**config.mk**
```make
export PLATFORM = sky130hd
export DESIGN_NAME = mc_compound_acc_flat
export DESIGN_NICKNAME = d
export VERILOG_FILES = /design/src/rtl/mc_compound_acc_pkg.sv /design/src/rtl/mc_compound_acc_if.sv /design/src/rtl/mc_acc_bank.sv /design/src/rtl/mc_compound_acc.sv /design/src/flat_wrapper.sv
export SDC_FILE = /design/constraint.sdc
export NUM_CORES = 1
export LEC_CHECK = 0
export CORE_ASPECT_RATIO = 0.5
export CORE_MARGIN = 2
export CORE_UTILIZATION = 30
export DETAILED_ROUTE_END_ITERATION = 16
export PLACE_DENSITY = 0.5
export SLEW_MARGIN = 30
export SYNTH_ARGS = -nofsm -noshare
export SYNTH_HDL_FRONTEND = slang
export SYNTH_SLANG_ARGS = --single-unit
```
**constraint.sdc**
```tcl
create_clock -name clk -period 6.05 [get_ports clk]
set_clock_uncertainty 0.15 [all_clocks]
set_input_delay 1.21 -clock clk [delete_from_list [all_inputs] [get_ports clk]]
set_output_delay 1.21 -clock clk [all_outputs]
set_load 0.02 [all_outputs]
```
**src/rtl/mc_compound_acc_pkg.sv**
```systemverilog
// mc_compound_acc_types: shared enums, message field offsets and width helper
package mc_compound_acc_types;
  typedef enum logic {READ, WRITE} mode_t;
  typedef enum logic [1:0] {SECTION_IDLE, SECTION_EXEC, SECTION_EMIT} sections_t;
  typedef enum logic [1:0] {ACC_NOP, ACC_ADD, ACC_LOAD, ACC_CLEAR} acc_op_t;
  localparam int MSG_Y_BIT = 0;
  localparam int MSG_X_LSB = 1;
  function automatic int chan_w(input int n);
    return n > 1 ? $clog2(n) : 1;
  endfunction
endpackage

```
**src/rtl/mc_compound_acc_if.sv**
```systemverilog
// mc_compound_acc_if: producer-side sync/notify ports and the tagged result output
interface mc_compound_acc_if
  import mc_compound_acc_types::*;
#(
  parameter int CHANNELS   = 4,
  parameter int DATA_WIDTH = 32
);
  localparam int CW = chan_w(CHANNELS);
  logic [CHANNELS*(DATA_WIDTH+2)-1:0] b_in;
  logic [CHANNELS-1:0]                b_in_sync;
  logic [CHANNELS-1:0]                b_in_notify;
  logic [DATA_WIDTH-1:0]              m_out;
  logic [CW-1:0]                      m_out_chan;
  logic                               m_out_notify;
  modport master (output b_in, b_in_sync, input b_in_notify, m_out, m_out_chan, m_out_notify);
  modport slave  (input b_in, b_in_sync, output b_in_notify, m_out, m_out_chan, m_out_notify);
endinterface

```
**src/rtl/mc_acc_bank.sv**
```systemverilog
// mc_acc_bank: per-channel accumulators with one add/load/clear port; SATURATE_EN clamps the adder
module mc_acc_bank
  import mc_compound_acc_types::*;
#(
  parameter int CHANNELS   = 4,
  parameter int DATA_WIDTH = 32,
  parameter int CW         = 2
) (
  input  logic                  clk,
  input  logic                  rst,
  input  acc_op_t               op,
  input  logic [CW-1:0]         idx,
  input  logic [DATA_WIDTH-1:0] operand,
  output logic [DATA_WIDTH-1:0] sum
);
  logic [DATA_WIDTH-1:0] acc [CHANNELS];
  logic [DATA_WIDTH:0]   raw;
  assign raw = {1'b0, acc[idx]} + {1'b0, operand};
`ifdef SATURATE_EN
  assign sum = raw[DATA_WIDTH] ? '1 : raw[DATA_WIDTH-1:0];
`else
  assign sum = raw[DATA_WIDTH-1:0];
`endif
  // accumulator storage: cleared by reset, otherwise one channel updated per op
  always_ff @(posedge clk)
    if (!rst) for (int i = 0; i < CHANNELS; i++) acc[i] <= '0;
    else if (op != ACC_NOP) acc[idx] <= op == ACC_ADD ? sum : op == ACC_LOAD ? operand : '0;
endmodule

```
**src/rtl/mc_compound_acc.sv**
```systemverilog
// mc_compound_acc: round-robin compound-message accumulator; optional SATURATE_EN clamps sums
module mc_compound_acc
  import mc_compound_acc_types::*;
#(
  parameter int CHANNELS   = 4,
  parameter int DATA_WIDTH = 32
) (
  input logic clk,
  input logic rst,
  mc_compound_acc_if.slave bus
);
  localparam int CW = chan_w(CHANNELS);
  localparam int MW = DATA_WIDTH + 2;
  localparam logic [CHANNELS-1:0] ONE = 1;
  sections_t             section, section_nxt;
  logic [CW-1:0]         ptr, ptr_nxt, chan;
  logic [MW-1:0]         msg;
  logic [DATA_WIDTH-1:0] x, sum, m_out;
  logic [CW-1:0]         m_out_chan;
  logic [CHANNELS-1:0]   notify;
  logic                  y, m_out_notify, transfer;
  mode_t                 mode;
  acc_op_t               op;
  function automatic logic [CW-1:0] wrap_inc(input logic [CW-1:0] p);
    return int'(p) == CHANNELS - 1 ? '0 : p + 1'b1;
  endfunction
  assign x        = msg[MSG_X_LSB +: DATA_WIDTH];
  assign y        = msg[MSG_Y_BIT];
  assign mode     = mode_t'(msg[MW-1]);
  assign transfer = section == SECTION_IDLE && notify[ptr] && bus.b_in_sync[ptr];
  assign bus.b_in_notify  = notify;
  assign bus.m_out        = m_out;
  assign bus.m_out_chan   = m_out_chan;
  assign bus.m_out_notify = m_out_notify;
  mc_acc_bank #(.CHANNELS(CHANNELS), .DATA_WIDTH(DATA_WIDTH), .CW(CW)) u_bank (
    .clk(clk), .rst(rst), .op(op), .idx(chan), .operand(x), .sum(sum)
  );
  // section and poll pointer registers
  always_ff @(posedge clk)
    if (!rst) begin
      section <= SECTION_IDLE;
      ptr     <= '0;
    end else begin
      section <= section_nxt;
      ptr     <= ptr_nxt;
    end
  // next section; the pointer resumes after the served channel so nobody is granted twice in a row
  always_comb begin
    section_nxt = section == SECTION_IDLE ? (transfer ? SECTION_EXEC : SECTION_IDLE) :
                  section == SECTION_EXEC ? (mode == READ ? SECTION_EMIT : SECTION_IDLE) : SECTION_IDLE;
    ptr_nxt     = section == SECTION_IDLE ? (transfer ? ptr : wrap_inc(ptr)) :
                  section_nxt == SECTION_IDLE ? wrap_inc(chan) : ptr;
  end
  // accumulator operation issued while executing a latched message
  always_comb
    op = section != SECTION_EXEC ? ACC_NOP :
         mode == WRITE ? (y ? ACC_LOAD : ACC_ADD) : (y ? ACC_CLEAR : ACC_NOP);
  // message latch, registered notify and result outputs
  always_ff @(posedge clk)
    if (!rst) begin
      msg          <= '0;
      chan         <= '0;
      notify       <= ONE;
      m_out        <= '0;
      m_out_chan   <= '0;
      m_out_notify <= 1'b0;
    end else begin
      if (transfer) begin
        msg  <= bus.b_in[int'(ptr)*MW +: MW];
        chan <= ptr;
      end
      notify       <= section_nxt == SECTION_IDLE ? ONE << ptr_nxt : '0;
      m_out_notify <= section == SECTION_EXEC && mode == READ;
      if (section == SECTION_EXEC && mode == READ) begin
        m_out      <= sum;
        m_out_chan <= chan;
      end
    end
endmodule

```
**src/flat_wrapper.sv**
```systemverilog
// flat-port wrapper written by rule: the top's interface ports become plain ports
module mc_compound_acc_flat import mc_compound_acc_types::*;
#(
  parameter int CHANNELS   = 4,
  parameter int DATA_WIDTH = 32
)
  (clk, rst, bus_b_in, bus_b_in_sync, bus_b_in_notify, bus_m_out, bus_m_out_chan, bus_m_out_notify);
  mc_compound_acc_if #(.CHANNELS(CHANNELS), .DATA_WIDTH(DATA_WIDTH)) bus_i ();
  input logic clk;
  input logic rst;
  input wire logic [$bits(bus_i.b_in)-1:0] bus_b_in;
  input wire logic [$bits(bus_i.b_in_sync)-1:0] bus_b_in_sync;
  output wire logic [$bits(bus_i.b_in_notify)-1:0] bus_b_in_notify;
  output wire logic [$bits(bus_i.m_out)-1:0] bus_m_out;
  output wire logic [$bits(bus_i.m_out_chan)-1:0] bus_m_out_chan;
  output wire logic [$bits(bus_i.m_out_notify)-1:0] bus_m_out_notify;
  assign bus_i.b_in = bus_b_in;
  assign bus_i.b_in_sync = bus_b_in_sync;
  assign bus_b_in_notify = bus_i.b_in_notify;
  assign bus_m_out = bus_i.m_out;
  assign bus_m_out_chan = bus_i.m_out_chan;
  assign bus_m_out_notify = bus_i.m_out_notify;
  mc_compound_acc #(.CHANNELS(CHANNELS), .DATA_WIDTH(DATA_WIDTH)) u_core (.clk(clk), .rst(rst), .bus(bus_i));
endmodule
```
## After elaboration in Yosys (flattened, before gate mapping)

Memory sizes are Yosys's and may differ from the RTL's. A register that Yosys moved wholly into a read port is not among the register bits.
Index checks and enable logic that the tools add are counted.

| storage, ports and cells | value |
|---|---|
| register bits | 79 |
| memory bits (writable) | 128 |
| bits of input ports | 142 |
| output and inout bits | 39 |
| word-level logic and storage cells | 61 |
| memories kept | 1 |

Memories:

| memory | words | bits a word | read ports | clocked after Yosys merged registers in | write ports | RTL line | source |
|---|---|---|---|---|---|---|---|
| u_core.u_bank.acc | 4 | 32 | 1 | 1 | 4 | mc_acc_bank.sv:16 | `logic [DATA_WIDTH-1:0] acc [CHANNELS];` |

| operators by class | value |
|---|---|
| $add $sub $neg | 3 |
| $mul | 1 |
| order comparisons | 1 |
| eq/ne operators | 6 |
| shift operators | 2 |
| mux-type cells | 29 |
| bitwise gates (word level) | 1 |
| reduce and logical (&&, ||, !) cells | 8 |

Operator list:

| cell | count |
|---|---|
| $shiftx 136x32->34 | 1 |
| $mux 32 | 3 |
| $add 32x32->32 | 1 |
| $reduce_or 32->1 | 1 |
| $mux 2 | 15 |
| $mux 1 | 9 |
| $eq 2x1->1 const B | 4 |
| $mul 2x5->7 const B | 1 |
| $add 2x1->2 const B | 2 |
| $bmux 1 s2 | 2 |
| $logic_not 2->1 | 2 |
| $shl 1x2->4 const A | 1 |
| $logic_and 1x1->1 | 3 |
| $lt 2x3->1 const B | 1 |
| $eq 2x2->1 const B | 1 |
| $ne 2x1->1 const B | 1 |
| $reduce_and 2->1 | 1 |
| $reduce_bool 2->1 | 1 |
| $not 1->1 | 1 |

## Depth between registers and ports, before layout

Gate-level depths: netlist of run 1.

| logic depth | value |
|---|---|
| depth in word-level cells | 11 |
| mapped depth | 13 |
| gate-level depth less buffers | 11 |

## Modules after synthesis

From an unflattened synthesis of run 1, not the netlist that was laid out.

| second synthesis, totals | value |
|---|---|
| cells, all modules | 1167 |
| area total of the unflattened synthesis | 12199.2 µm² |

Modules (own cells, without submodules):

| module | instances | cells each | area an instance (µm²) |
|---|---|---|---|
| mc_acc_bank | 1 | 762 | 8209.1 |
| mc_compound_acc | 1 | 405 | 3990.1 |

## Least setup slack after synthesis of run 1

Ideal clock, no wire load.

| path | value |
|---|---|
| path type | register -> register |
| start point | register (tool-made name) |
| end point | memory u_core.u_bank.acc[0][30], data pin |
| setup time | 0.265 ns |
| arrival time | 4.045 ns |
| required time | 5.635 ns |
| path slack | 1.590 ns |
| stages on the path, launching flop included | 13 |
| buffers on the path | 2 |
| cells stage by stage | dfxtp_1 -> clkbuf_1 -> buf_1 -> mux4_2 -> fa_1 -> a21o_1 -> a221oi_4 -> o22ai_1 -> o41a_1 -> a221o_1 -> or3_4 -> a31oi_4 -> nor2_1 |

RTL lines:

| what | RTL line |
|---|---|
| end, declared | mc_acc_bank.sv:16 |

==> results of run 1 <==
final cells by class:
type,count,area (µm²)
clock buffers,30,611.8
flip-flops and latches,209,5468
fillers,3472,22180
multi-input cells,743,5381
well taps,484,605.6
inverters,23,86.33
repair buffers,198,1937
clock inverters,10,83.83
flip-flops by register name (all words and copies together) (netlist names), named ones only:
| name | cells |
|---|---|
| u_core.bus.m_out_notify | 1 |
| u_core.bus.m_out | 32 |
| u_core.msg | 34 |
| u_core.u_bank.acc | 128 |
| u_core.bus.b_in_notify | 4 |
| u_core.chan | 2 |
| u_core.ptr | 2 |
| u_core.section | 2 |
| u_core.bus.m_out_chan | 2 |
path summary, 6_finish.rpt:
check / start / to / slack, ns / cells after the start
worst max register to register: flip-flop / u_core.u_bank.acc[3][24] / 1.37 / 11
worst min-delay path: u_core.bus.m_out[11] / u_core.bus.m_out[11] / 0.30 / 2
worst max-delay path: flip-flop / u_core.u_bank.acc[3][24] / 1.37 / 11
worst min register to register: u_core.bus.m_out[11] / u_core.bus.m_out[11] / 0.30 / 2
cell families (layout without fill, tap and decap cells):
logic type,after synthesis,count (layout)
xor gates and xnor gates,22,22
AOI/OAI and AO/OA,219,219
muxes,77,77
and+or+nand+nor,391,391
DFF,209,209
adders and majority gates,34,34
buffers and inverters,96,261
critical path, cell delays in order, from the launching register on:
cell	delay, ns
dfxtp_2	0.72
mux4_2	0.59
ha_1	0.23
fa_1	0.41
a21o_1	0.21
a221oi_4	0.31
o22ai_1	0.18
o41a_1	0.57
a2111o_1	0.49
a31o_1	0.20
a31oi_2	0.26
nor2_1	0.06
routing by layer:
| layer | vias up | wire length, µm |
|---|---|---|
| li1 | 4155 | - |
| met5 | - | 0 |
| met3 | 48 | 1378 |
| met2 | 174 | 17960 |
| met4 | 0 | 615 |
| met1 | 4395 | 15770 |
through the flow:
| stage | total power [mW] | instances | hold slack (ns) | instance area (µm²) | setup WS, ns |
|---|---|---|---|---|---|
| 2_1_floorplan | 3.492 | 1048 | 0.2979 | 11190 | 1.590 |
| 3_3_place_gp | 4.286 | 1657 | 0.2911 | 13470 | 1.424 |
| 3_5_place_dp | 4.291 | 1657 | 0.2982 | 13470 | 1.411 |
| 4_1_cts | 5.635 | 1697 | 0.3063 | 14170 | 1.367 |
| 5_1_grt | 5.920 | 1697 | 0.3268 | 14170 | 1.022 |
| 6_report | 5.588 | 1697 | 0.3046 | 14170 | 1.375 |
power by group through the flow:
stage | Combinational [mW] | Clock, mW | Sequential (mW)
floorplan | 1.60 | 0 | 1.89
global placement | 2.34 | 0 | 1.94
detailed placement | 2.35 | 0 | 1.95
CTS | 2.36 | 1.36 | 1.92
global route | 2.56 | 1.42 | 1.94
finish | 2.34 | 1.34 | 1.91
synthesized netlist by cell type, drive strengths merged (3+ instances only):
cell type and count:
o21ai 28, o32ai 5, and2 11, a221oi 5, nor4 3, edfxtp 128, nand2 169, buf 13
a211oi 5, dfxtp 81, ha 33, and3 12, o211a 5, nand4b 3, or2 5, nand2b 3
nor2 125, nor2b 4, xnor2 17, a31oi 13, o21a 8, clkbuf 60, a31o 4, o211ai 7
nand3 19, mux4 66, o21bai 3, nor3b 6, mux2i 9, inv 23, nor3 13, a21oi 96
nand4 5, a21o 21, xor2 5, or3 7
==> summary.md, run 1 <==
| Metric | Value |
|---|---|
| Required arrival time at the worst endpoint | `6.13 ns` |
| Endpoint arrival time on the critical path | `between 4 and 5 ns` |
| Kind of launch point of the worst setup path | `flip-flop` |
| Pre-antenna DRT Iters | `5` |
| Met3 usage in global routing | `approximately 2.6%` |
| Antenna Diode Count | `0` |
| Die ar. | `38970 µm²` |
| Proportion of synthesized chip area in sequential cells | `about half` |
| Post-synthesis cell count | `1048` |
| Largest fanout on the critical path | `15` |
| Flop and latch count out of synthesis | `209` |
| Initial core utilization | `a little under a third` |
| Switching component of the power | `2.163 mW` |
| Combined global-route utilization of all metal layers | `between 15 and 20%` |
| Fraction of registers with async set or reset after synthesis | `0%` |
| Initial antenna violation count | `0` |
| Commonest register cell after synthesis | `edfxtp_1` |
| Run status | `finished, final reports clean` |
| Avg Synthesized Cell Area | `around 11 µm²` |
| Power density cells | `394.2 nW/µm²` |
| Xor/xnor share of the synthesized area | `under 10%` |
| Most common cell after layout, fill and taps aside | `clkdlybuf4s50_1` |
| Detailed-route vias per instance | `5.169` |
| Power share of the sequential group | `roughly a third` |
| Worst min path class | `reg -> reg` |
| Share of synthesized cell area in and, or, nand and nor gates | `15.25%` |
| First-pass GRT wire length | `53.69 mm` |
| Combinational family with the most area after synthesis | `simple AND/OR/NAND/NOR gates` |
| Detailed-route wire length | `35.73 mm` |
| Ratio of final minimum period to clock period | `between 70% and 80%` |
| Max clock buf depth | `3` |
| Post-CTS Resized | `0` |
| Number of global-route vias before repair | `8836` |
| Final-report max-slew violation count | `0` |
| Clock tree from TritonCTS | `built` |
| NumNets Final | `1373` |
| Aggregate global routing overflow | `0` |
| Half-perimeter wire length after placement | `between 20 and 30 mm` |
| Slew Limit Headroom | `35.91%` |
| Adder-Cell Fraction of Synth Area | `under 10%` |
| Worst-Margin Slew | `around 0.96 ns` |
| Max_cap viols | `0` |
| Proportion of layout cells with a drive suffix above 1 | `11.71%` |
| Syn. warnings | `0` |
| Clock tree root driver cell | `clkbuf_16` |
| Std cell rows | `49` |
| Multiplexer share of the synthesized area | `14.28%` |
| Maximum number of pins on one net before global-route repair | `63` |
| Portion of total power attributed to the clock network | `23.9%` |
| Critical Path Sink Type | `flip-flop` |
| Final cell utilization of the core | `38.99%` |
| Synth cell types | `65` |
| Number of buffers inserted by post-CTS setup repair | `0` |
| Met1 usage | `23.70%` |
| Die Wd | `277.2 µm` |
| Combinational fraction of design power | `about two fifths` |
| Placer congestion estimate | `0.9280` |
| Shortest clock period the worst path allows after layout | `4.675 ns` |
| Number of sinks on the clock net | `between 200 and 250` |
| Post-synthesis instance area | `11190 µm²` |
| Number of H-tree levels | `1` |
| Total DRC errors in the routed layout | `0` |
| Endpoints failing setup | `0` |
| Compound-Gate Fraction of Synth Area | `12.79%` |
| Average wire length per cell after detail routing | `between 20 and 25 µm` |
| Number of nets produced by synthesis | `1224` |
| Maximum clock frequency | `213.9 MHz` |
| Clk_lat worst skew | `about 0.52 ns` |
| Core Footprint | `36360 µm²` |
| Total clock buffers created by CTS | `22` |
| Hold Violations, Final | `0` |
| Post-Route Setup TNS | `0 ns` |
| Top cell type by total area after synthesis | `edfxtp_1` |
| Floorplan die height | `approximately 140 µm` |
| Largest voltage drop on the vdd net | `186.8 µV` |
| Setup repair after global routing missed its margin | `false` |
| Top library cells by usage in the layout, fill and taps aside | `180 x clkdlybuf4s50_1, 169 x nand2_1, 128 x edfxtp_1` |
| Number of nets with antenna violations after detailed routing | `0` |
| IO buf count | `180` |
| Leakage | `5.137 nW` |
| Layout area overhead | `26.61%` |
| GR peak layer | `met2` |
| Area share of the largest cell type after synthesis | `34.34%` |
| Internal power component | `3.425 mW` |
| Number of synthesized flops with an enable pin | `128` |
| Violation count after the first detailed-route iteration | `528` |
| Total via count after detailed routing | `just under 9000` |
| Net Sw Frac | `38.71%` |
| Top-level port count | `181` |
| Met2 track demand over resource | `between 30% and 40%` |
| Clock-pin transition on the worst setup and hold timing paths | `0.06 ns` |
| Top area cells in the synthesized netlist | `edfxtp_1 34%, dfxtp_1 14%, mux4_2 13%` |
| Critical path start-end classification | `reg -> reg` |
| CTS Hold Bufs | `0` |
(Power assumes the default switching activity.)
==> run 2, diff against run 1 <==
--- a/config.mk
+++ b/config.mk
@@ -9,7 +9,7 @@
 export CORE_MARGIN = 2
 export CORE_UTILIZATION = 30
 export DETAILED_ROUTE_END_ITERATION = 16
-export PLACE_DENSITY = 0.5
+export PLACE_DENSITY = 0.52
 export SLEW_MARGIN = 30
 export SYNTH_ARGS = -nofsm -noshare
 export SYNTH_HDL_FRONTEND = slang
==> constraint.sdc (replaced) <==
create_clock -name clk -period 4.13 [get_ports clk]
set_clock_uncertainty 0.15 [all_clocks]
set_input_delay 0.826 -clock clk [delete_from_list [all_inputs] [get_ports clk]]
set_output_delay 0.826 -clock clk [all_outputs]
set_load 0.02 [all_outputs]
==> summary.md, run 2 (synthesis gave the netlist of run 1 again) <==
| Metric | Value |
|---|---|
| Largest registers ranked by flip-flop count | `u_core.u_bank.acc: 128 flops, u_core.msg: 34 flops, u_core.bus.m_out: 32 flops` |
| Most common cell after layout, fill and taps aside | `clkdlybuf4s50_1` |
| Setup repair after global routing missed its margin | `true` |
| Largest fanout on the critical path | `4` |
| Tot Pwr | `around 8.4 mW` |
| List of cells traversed by the critical path | `mux4_2 -> ha_4 -> fa_2 -> a21o_1 -> a221oi_4 -> o22ai_2 -> o41a_1 -> a221o_1 -> or3_4 -> a31oi_4 -> nor2_1` |
| Initial antenna violation count | `0` |
| Average wire length per cell after detail routing | `roughly 21 µm` |
| Endpoints failing setup | `0` |
| Half-perimeter wire length after placement | `26.57 mm` |
| Top library cells by usage in the layout, fill and taps aside | `180 x clkdlybuf4s50_1, 169 x nand2_1, 128 x edfxtp_1` |
| Routed wire length on met3 | `1.367 mm` |
| Combined global-route utilization of all metal layers | `roughly a fifth` |
| Final-report max-slew violation count | `0` |
| Combined buffer and inverter count along the critical path | `0` |
| Initial core utilization | `30.79%` |
| Worst-Margin Slew | `between 0.7 and 0.8 ns` |
| Total clock buffers created by CTS | `21` |
| Top-level port count | `181` |
| Floorplan die height | `140.6 µm` |
| Routed length on met1 | `16.84 mm` |
| Post-route worst setup slack | `0.06446 ns` |
| Number of H-tree levels | `1` |
| Clk_lat worst skew | `0.52 ns` |
| Layout area overhead | `30.31%` |
| Total via count after detailed routing | `8984` |
| Clock tree root driver cell | `clkbuf_16` |
| IO buf count | `between 150 and 200` |
| Critical path start-end classification | `reg -> reg` |
| Kind of launch point of the worst setup path | `flip-flop` |
| Worst path max stage delay | `~0.53 ns` |
| Endpoint arrival time on the critical path | `about 4.2 ns` |
| Clock tree from TritonCTS | `built` |
| Hold Violations, Final | `0` |
| Number of global-route vias before repair | `9148` |
| Slew Limit Headroom | `48.60%` |
| Number of nets with antenna violations after detailed routing | `0` |
| Number of cell instances on the worst register-to-register path | `11` |
| Max clock buf depth | `3` |
| Total DRC errors in the routed layout | `0` |
| Reg-to-Reg End | `u_core.u_bank.acc[0][30]` |
| Power density cells | `between 500 and 600 nW/µm²` |
| Max_cap viols | `0` |
| First-pass GRT wire length | `55.74 mm` |
| Final Instance Count excl. Fillers | `between 1500 and 2000` |
| Worst min path class | `reg -> reg` |
| Antenna Diode Count | `0` |
| Number of sinks on the clock net | `209` |
| Placed cells | `1692` |
| Aggregate global routing overflow | `0` |
| Worst setup endpoint | `u_core.u_bank.acc[0][30]` |
| Detailed-route vias per instance | `5.187` |
| Clock-pin transition on the worst setup and hold timing paths | `about 0.070 ns` |
| Cell type group with the largest total delay on the critical path | `compound AO/OA/AOI/OAI gates` |
| Met2 WL post-DR | `roughly 18 mm` |
| Leakage | `5.342 nW` |
| Core Footprint | `36360 µm²` |
| Library cell contributing the largest single delay on the critical path | `o41a_1` |
| Ratio of final minimum period to clock period | `98.44%` |
| Worst R2R Setup Slack | `about 0.064 ns` |
| Shortest clock period the worst path allows after layout | `between 4 and 5 ns` |
| Die ar. | `38970 µm²` |
| Die Wd | `277.2 µm` |
| Required arrival time at the worst endpoint | `4.22 ns` |
| Std cell rows | `between 40 and 50` |
| Placer congestion estimate | `roughly 0.90` |
| Run status | `finished, final reports clean` |
| Critical Path Sink Type | `flip-flop` |
| Crit. path cell count | `11` |
| Area of all placed cells without fillers | `roughly 15000 µm²` |
| Largest voltage drop on the vdd net | `between 200 and 300 µV` |
| NumNets Final | `1410` |
| Pre-CTS setup slack | `-0.008077 ns` |
| Worst slack on hold paths | `0.3024 ns` |
| Number of instances on the worst hold path | `2` |
| Violation count after the first detailed-route iteration | `around 670` |
| Detailed-route wire length | `37.11 mm` |
| Register bank with the most flops | `u_core.u_bank.acc` |
| Maximum clock frequency | `246.0 MHz` |
| Cell Area, Placed | `approximately 14000 µm²` |
| Max FFs per register | `128` |
| Proportion of layout cells with a drive suffix above 1 | `15.38%` |
| Maximum number of pins on one net before global-route repair | `51` |
| Pre-antenna DRT Iters | `5` |
| Top layer in use | `met4` |
[run 2: area by class of cell]
cell class                      instances  area [µm²]
Sequential cell                       209        5470
Fill cell                            3489       21770
Clock inverter                          9       73.82
Timing Repair Buffer                  236        2288
Tap cell                              484       605.6
Multi-Input combinational cell        743        5468
Inverter                               23       86.33
Clock buffer                           28       595.6
[run 2: worst min-delay path by stage]
stage	start	to	slack (ns)
2_1_floorplan	u_core.msg[30]	u_core.msg[30]	0.30
3_3_place_gp	u_core.bus.m_out[11]	u_core.bus.m_out[11]	0.29
3_5_place_dp	u_core.bus.m_out[11]	u_core.bus.m_out[11]	0.30
4_1_cts	u_core.bus.m_out[11]	u_core.bus.m_out[11]	0.31
5_1_grt	u_core.bus.m_out[1]	u_core.bus.m_out[1]	0.32
6_report	u_core.bus.m_out[7]	u_core.bus.m_out[7]	0.30
[run 2: layer usage]
metal	vias up	track usage, %
li1	4241	-
met1	4487	25.70
met2	203	31.61
met3	53	2.287
met4	0	4.720
met5	-	0
[run 2: tightest hold or removal path: stages (launching register included)]
cell and delay, ns:
dfxtp_1 0.31, nand2_1 0.05, a21oi_1 0.05
[run 2: stage by stage]
| step | utilization, % | TNS [ns] |
|---|---|---|
| floorplan | - | 0 |
| global placement | 37.91 | 0 |
| detailed placement | 37.91 | -0.01389 |
| CTS | 39.76 | 0 |
| global route | 40.12 | -0.05522 |
| finish | 40.12 | 0 |
[run 2: timing repair]
item	in CTS	in global routing
setup buffers	0	3
hold buffers	0	0
gates resized for setup	1	20
endpoints found under the setup margin	8	49
pin swaps	1	8
[run 2: report_power, final]
part | switching [mW] | leakage, nW | internal [mW]
sequential | 0.274 | 1.98 | 2.49
combinational | 2.14 | 3.02 | 1.62
clock | 0.840 | 0.344 | 1.08
total | 3.26 | 5.34 | 5.19
